[src/rtl/serial_subtractor.sv]
// Bit-serial unsigned subtractor: diff = a - b, LSB first, one bit per clock
// through a single full-subtractor cell with a registered borrow.
module serial_subtractor #(
  parameter int unsigned WIDTH = 8
) (
  input  logic             clk,
  input  logic             rst,
  input  logic             start,
  input  logic [WIDTH-1:0] a,
  input  logic [WIDTH-1:0] b,
  output logic             ready,
  output logic             busy,
  output logic             done,
  output logic [WIDTH-1:0] diff,
  output logic             borrow_out
);

  localparam int unsigned CW = (WIDTH > 1) ? $clog2(WIDTH) : 1;
  localparam logic [CW-1:0] CNT_LAST = CW'(WIDTH - 1);

  localparam logic [1:0] S_IDLE  = 2'd0;
  localparam logic [1:0] S_SHIFT = 2'd1;
  localparam logic [1:0] S_DONE  = 2'd2;

  logic [1:0]       state_q, state_d;
  logic [WIDTH-1:0] sa_q, sa_d;
  logic [WIDTH-1:0] sb_q, sb_d;
  logic [WIDTH-1:0] sr_q, sr_d;
  logic             bor_q, bor_d;
  logic [CW-1:0]    cnt_q, cnt_d;
  logic [WIDTH-1:0] diff_q, diff_d;
  logic             bout_q, bout_d;

  logic x, y, d_bit, bor_nxt;

  assign x       = sa_q[0];
  assign y       = sb_q[0];
  assign d_bit   = x ^ y ^ bor_q;
  assign bor_nxt = (~x & y) | (~(x ^ y) & bor_q);

  always_comb begin
    state_d = state_q;
    sa_d    = sa_q;
    sb_d    = sb_q;
    sr_d    = sr_q;
    bor_d   = bor_q;
    cnt_d   = cnt_q;
    diff_d  = diff_q;
    bout_d  = bout_q;
    case (state_q)
      S_IDLE: begin
        if (start) begin
          sa_d    = a;
          sb_d    = b;
          bor_d   = 1'b0;
          cnt_d   = CNT_LAST;
          state_d = S_SHIFT;
        end
      end
      S_SHIFT: begin
        // result bits enter at the MSB; the oldest (bit 0) falls off the bottom
        sr_d  = WIDTH'({d_bit, sr_q} >> 1);
        sa_d  = sa_q >> 1;
        sb_d  = sb_q >> 1;
        bor_d = bor_nxt;
        if (cnt_q == '0) begin
          state_d = S_DONE;
          diff_d  = WIDTH'({d_bit, sr_q} >> 1);
          bout_d  = bor_nxt;
        end else begin
          cnt_d = cnt_q - 1'b1;
        end
      end
      S_DONE:  state_d = S_IDLE;
      default: state_d = S_IDLE;
    endcase
  end

  always_ff @(posedge clk) begin
    if (rst) begin
      state_q <= S_IDLE;
      sa_q    <= '0;
      sb_q    <= '0;
      sr_q    <= '0;
      bor_q   <= 1'b0;
      cnt_q   <= '0;
      diff_q  <= '0;
      bout_q  <= 1'b0;
    end else begin
      state_q <= state_d;
      sa_q    <= sa_d;
      sb_q    <= sb_d;
      sr_q    <= sr_d;
      bor_q   <= bor_d;
      cnt_q   <= cnt_d;
      diff_q  <= diff_d;
      bout_q  <= bout_d;
    end
  end

  assign ready      = (state_q == S_IDLE);
  assign busy       = (state_q == S_SHIFT);
  assign done       = (state_q == S_DONE);
  assign diff       = diff_q;
  assign borrow_out = bout_q;

endmodule

[config.mk]
export PLATFORM = sky130hd
export DESIGN_NAME = serial_subtractor
export DESIGN_NICKNAME = d
export VERILOG_FILES = /design/src/rtl/serial_subtractor.sv
export SDC_FILE = /design/constraint.sdc
export NUM_CORES = 1
export LEC_CHECK = 0
export CORE_MARGIN = 2
export CORE_UTILIZATION = 50
export DETAILED_ROUTE_END_ITERATION = 16
export PLACE_DENSITY = 0.82
export SKIP_CTS_REPAIR_TIMING = 1
export SYNTH_ARGS = -nofsm -noshare
export SYNTH_HDL_FRONTEND = slang
export SYNTH_SLANG_ARGS = --single-unit
[constraint.sdc]
create_clock -name clk -period 1.6 [get_ports clk]
set_clock_uncertainty 0.05 [all_clocks]
set_input_delay 0.16 -clock clk [delete_from_list [all_inputs] [get_ports clk]]
set_output_delay 0.16 -clock clk [all_outputs]
set_load 0.005 [all_outputs]
# Word level (Yosys, flattened, before mapping)
# Index checks and enable logic that the tools add are counted.
word_totals:
  regBits: 39
  input_bits: 19
  output_inout_bits: 12
  elab_cells: 40
classes:
  addsub: 1
  eq_ne: 5
  mux: 12
  bitwise_logic: 7
  reduce_logical: 7
op_table:
  columns: ["operator", "count"]
  rows:
  - ["8-bit one-hot mux with 2 select lines", 2]
  - ["8-bit two-way mux", 2]
  - ["3-bit two-way mux", 2]
  - ["3-bit one-hot mux with 2 select lines", 1]
  - ["2-bit AND reduction", 3]
  - ["2-bit two-way mux", 2]
  - ["2-bit inequality test (second input constant)", 2]
  - ["2-bit one-hot mux with 2 select lines", 1]
  - ["3-bit zero test", 1]
  - ["3-bit AND reduction", 1]
  - ["3-bit by 1-bit subtractor with 3-bit output (second input constant)", 1]
  - ["1-bit AND", 2]
  - ["2-bit by 1-bit == test with 1-bit output (second input constant)", 1]
  - ["2-bit == test (second input constant)", 1]
  - ["2-bit zero test", 1]
  - ["2-bit by 1-bit inequality test with 1-bit output (second input constant)", 1]
  - ["1-bit NOT", 2]
  - ["1-bit one-hot mux with 2 select lines", 1]
  - ["2-bit nonzero test", 1]
  - ["1-bit XOR", 2]
  - ["1-bit two-way mux", 1]
  - ["1-bit OR", 1]

# Longest topological paths before layout
depth:
  word_depth: 5
  ltp_mapped: 6

# Worst setup path after synthesis
# OpenSTA, ideal clock, no wires.
synth_timing:
  path_kind: "register to register"
  start: "register cnt_q[0]"
  end: "register bout_q (netlist: borrow_out)"
  arrival_ps: 1136
  setup_slack_ps: 329
  stages_incl_launch_ff: 6
  path_cell_list: "dfxtp_1 > inv_1 > ha_1 > and4bb_2 > buf_4 > a211oi_1"
synth_between:
  elab_chain_len: 2
synth_lines:
  columns: ["item", "line_no", "rtl"]
  rows:
  - ["from (decl)", "30", "logic [CW-1:0] cnt_q, cnt_d;"]
  - ["from (signal assigned)", "95", "cnt_q <= cnt_d;"]
  - ["3-bit zero test", "66", "if (cnt_q == '0) begin"]
  - ["2-bit AND reduction (no source line)", null, null]
  - ["to (signal assigned)", "97", "bout_q <= bout_d;"]
  - ["to (decl)", "32", "logic bout_q, bout_d;"]
# Every way passes these cells.
# A chain may end at the register's enable or synchronous reset.

# Final worst setup path
layout_timing:
  start: "register state_q[0]"
  end: "register sa_q[6]"
layout_between:
  elab_chain_len: 3
  elab_cells_between_ends: 6
  classes_between: "2 x eq/ne; 1 x mux; 3 x reduce/logical"
layout_lines:
  columns: ["item", "line_no", "rtl"]
  rows:
  - ["from (decl)", "25", "logic [1:0] state_q, state_d;"]
  - ["from (signal assigned)", "90", "state_q <= state_d;"]
  - ["2-bit by 1-bit == test with 1-bit output or 2-bit zero test (tied branches)", "50", "case (state_q)"]
  - ["2-bit nonzero test (no source line) or 2-bit inequality test (tied branches)", null, null]
  - ["2-bit AND reduction (no source line)", null, null]
  - ["to (signal assigned)", "82", "sa_q <= '0;"]
  - ["to (signal assigned)", "91", "sa_q <= sa_d;"]
  - ["to (decl)", "26", "logic [WIDTH-1:0] sa_q, sa_d;"]
# Several ways; a longest one is shown, not always the timed one.

==> run metrics <==
outcome complete, no violations; initial DRC count 32; Fin. Hold Viols 0; share of layout cells above drive strength 1 a little over a tenth; Seq/Total Area, Yosys a little under half; CTS buffer count 5; layout net count 240; GRT Total Usage roughly a fifth; final instance area between 2000 and 2500 um2; leakage power around 0.0008 uW; row count 20; VDD IR-drop max 615.8 uV; placed inst area a little under 2000 um2; RSZ-0062 raised after global routing false; slowest CP cell dfxtp_2; Die Y between 60 and 70 um; global route overflow 0; Post-Synth Adder-Cell Area under 10%; diode count 0; Achievable Freq roughly 700 MHz; WP buf/inv 2; Initial Utilization a little over half; M3 GR Usage around 5.8%; routed wire length between 3 and 4 mm; Post-DRT Antenna Nets 0; area grow syn2layout 28.13%; critical path capture point type flop; Post-Synthesis Mean Instance Area ~8.5 um2; Hold Slack around 0.30 ns; CTS root buf clkbuf_4; antenna violations before repair 0; post-synthesis compound-gate area fraction around 22%; Die ar. between 3000 and 4000 um2; vias in the first global route 1221; Final period util approximately nine tenths; Clock Tree Buf Depth 2; GR met2 Demand/Resource just over 30%; Post-Syn Area 1597 um2; arrival time worst endpoint roughly 1.7 ns; total power roughly 2100 uW; CP peak stage delay ~0.44 ns; worst path cell trace buf_4 > o21ba_1 > buf_4 > nor2_1 > a211oi_2; Max Slew Vio Count 0; min cycle time layout 1.438 ns; area of the multi-input gates 730.7 um2; main combinational cell family by area after synthesis compound AO/OA/AOI/OAI gates; area share of and/or/nand/nor cells after synthesis approximately 20%; xor/xnor share of the synthesized area 0%; largest net degree at the start of global routing 39; #FFs+latches synth 38; DIE WIDTH slightly above 60 um; met1 Resource Use GR roughly a quarter; first-pass GRT wire length approximately 5.3 mm; unique cell type count in the Yosys netlist 33; # H-tree levels 2; Startpoint Class flop; Mapped Nets about 210; endpoints failing setup 0; worst endpoint required time between 1.5 and 2 ns; mux contribution to synthesized area 0%; Pre-Repair DR Iteration Count 4; Post-Synthesis Cells about 190; Worst-Margin Slew just under 0.4 ns; GRT busiest layer met2; filler instances 260; Core Util, Final 67.01%; Reg area about 770 um2; # Max-Cap Violations 0; post-DR wirelength/cell between 10 and 15 um; Via density just over 5; kind of critical path flop to flop; Syn. warnings 0; port bufs 30; Final GP Congestion 0.7635; cell repeated most along the worst path buf_4; Post-DP HPWL roughly 2.1 mm; Worst-Skew Late Latency approximately 0.35 ns; IO Count 31; DR vias between 1000 and 1500; Worst-path clk slew roughly 0.11 ns; Pwr Density between 1000 and 1500 nW/um2; Top delay family on crit path flip-flops; core area between 3000 and 4000 um2; CP max FO 8; drt drc 0; Worst slew margin 73.55%; Min-Delay Path Class input pin to flop; CTS tree done; clk sinks 38
## routing by layer
layer  wire length, um  share of wire [%]
met1              1539                 47
met4                51                1.6
met5                 0                  0
met2              1508                 46
met3               160                4.9
## cells in the mapped netlist
| cell | instances | area [um2] |
|---|---|---|
| clkinv_4 | 1 | 8.760 |
| a2bb2oi_1 | 1 | 8.760 |
| clkbuf_1 | 4 | 15.01 |
| fa_1 | 1 | 20.02 |
| a32oi_1 | 2 | 17.52 |
| a211oi_2 | 2 | 25.02 |
| nor2b_1 | 1 | 6.260 |
| a221oi_1 | 1 | 8.760 |
| o21ba_1 | 1 | 10.01 |
| o21a_1 | 1 | 7.510 |
| a211oi_1 | 13 | 97.59 |
| buf_6 | 2 | 22.52 |
| and4bb_2 | 1 | 12.51 |
| inv_1 | 4 | 15.01 |
| nand2_1 | 46 | 172.7 |
| nand3b_1 | 1 | 7.510 |
| nor3_1 | 1 | 5.000 |
| o211a_1 | 1 | 10.01 |
| a21oi_1 | 28 | 140.1 |
| a311oi_2 | 1 | 15.01 |
| and4_1 | 1 | 8.760 |
| buf_1 | 1 | 3.750 |
| buf_2 | 2 | 10.01 |
| nand2b_1 | 1 | 6.260 |
| buf_8 | 1 | 15.01 |
| o21bai_2 | 1 | 11.26 |
| nand4bb_1 | 1 | 11.26 |
| dfxtp_1 | 38 | 760.7 |
| a31oi_1 | 1 | 6.260 |
| buf_4 | 4 | 30.03 |
| nor2_1 | 20 | 75.07 |
| and2b_1 | 1 | 7.510 |
| ha_1 | 2 | 25.02 |
## logic make-up after synthesis
kind of cell / Yosys count
AO/OA/AOI/OAI: 53
adder cells (fa/ha/maj): 3
buffers and inverters: 19
flip-flops: 38
AND/OR/NAND/NOR: 74
## path summary, 6_finish.rpt
check | from | endpoint | depth (start not counted) | slack (ns)
hold / removal | a[4] | sa_q[4] | 3 | 0.30
setup / recovery | state_q[0] | sa_q[6] | 5 | 0.16
setup reg to reg | state_q[0] | sa_q[6] | 5 | 0.16
hold reg to reg | diff[6] | diff[6] | 2 | 0.41
## cell type report
type,instances,area share (%)
flip-flops and latches,38,37.43
multi-input cells,130,35.72
repair buffers,38,19.20
well taps,44,2.691
clock buffers,7,2.202
clock inverters,1,1.468
inverters,5,1.284
## where the power goes
group          total (uW)  switching [uW]  internal, uW
sequential           1060            45.4          1020
combinational         431             225           205
clock                 640             309           331
## tightest hold or removal path: stages
cell,delay [ns]
clkdlybuf4s50_1,0.39
nand2_1,0.05
a211oi_1,0.05
## through the flow
step	cells	setup TNS, ns	worst slack (ns)
floorplan	187	0	0.3288
global placement	254	0	0.1135
detailed placement	254	0	0.06242
CTS	262	-0.3802	-0.2191
global route	263	0	0.04908
finish	263	0	0.1617
## state kept, by name, summed over array words and instances (netlist names)
signal,count
state_q,2
sb_q,8
diff,8
cnt_q,3
sr_q,7
sa_q,8
bor_q,1
borrow_out,1
## placed cells by master, fill, tap and decap left out, types with 2 or more instances in the layout
cell,n
nor2_1,19
clkbuf_4,5
nand2_1,46
dlymetal6s2s_1,3
ha_1,2
clkbuf_1,2
a211oi_1,13
buf_12,2
buf_4,6
inv_1,4
a21oi_1,28
clkdlybuf4s50_1,27
a32oi_1,2
dfxtp_1,36
a211oi_2,2
Note: power is estimated with default switching activity, not from simulation.
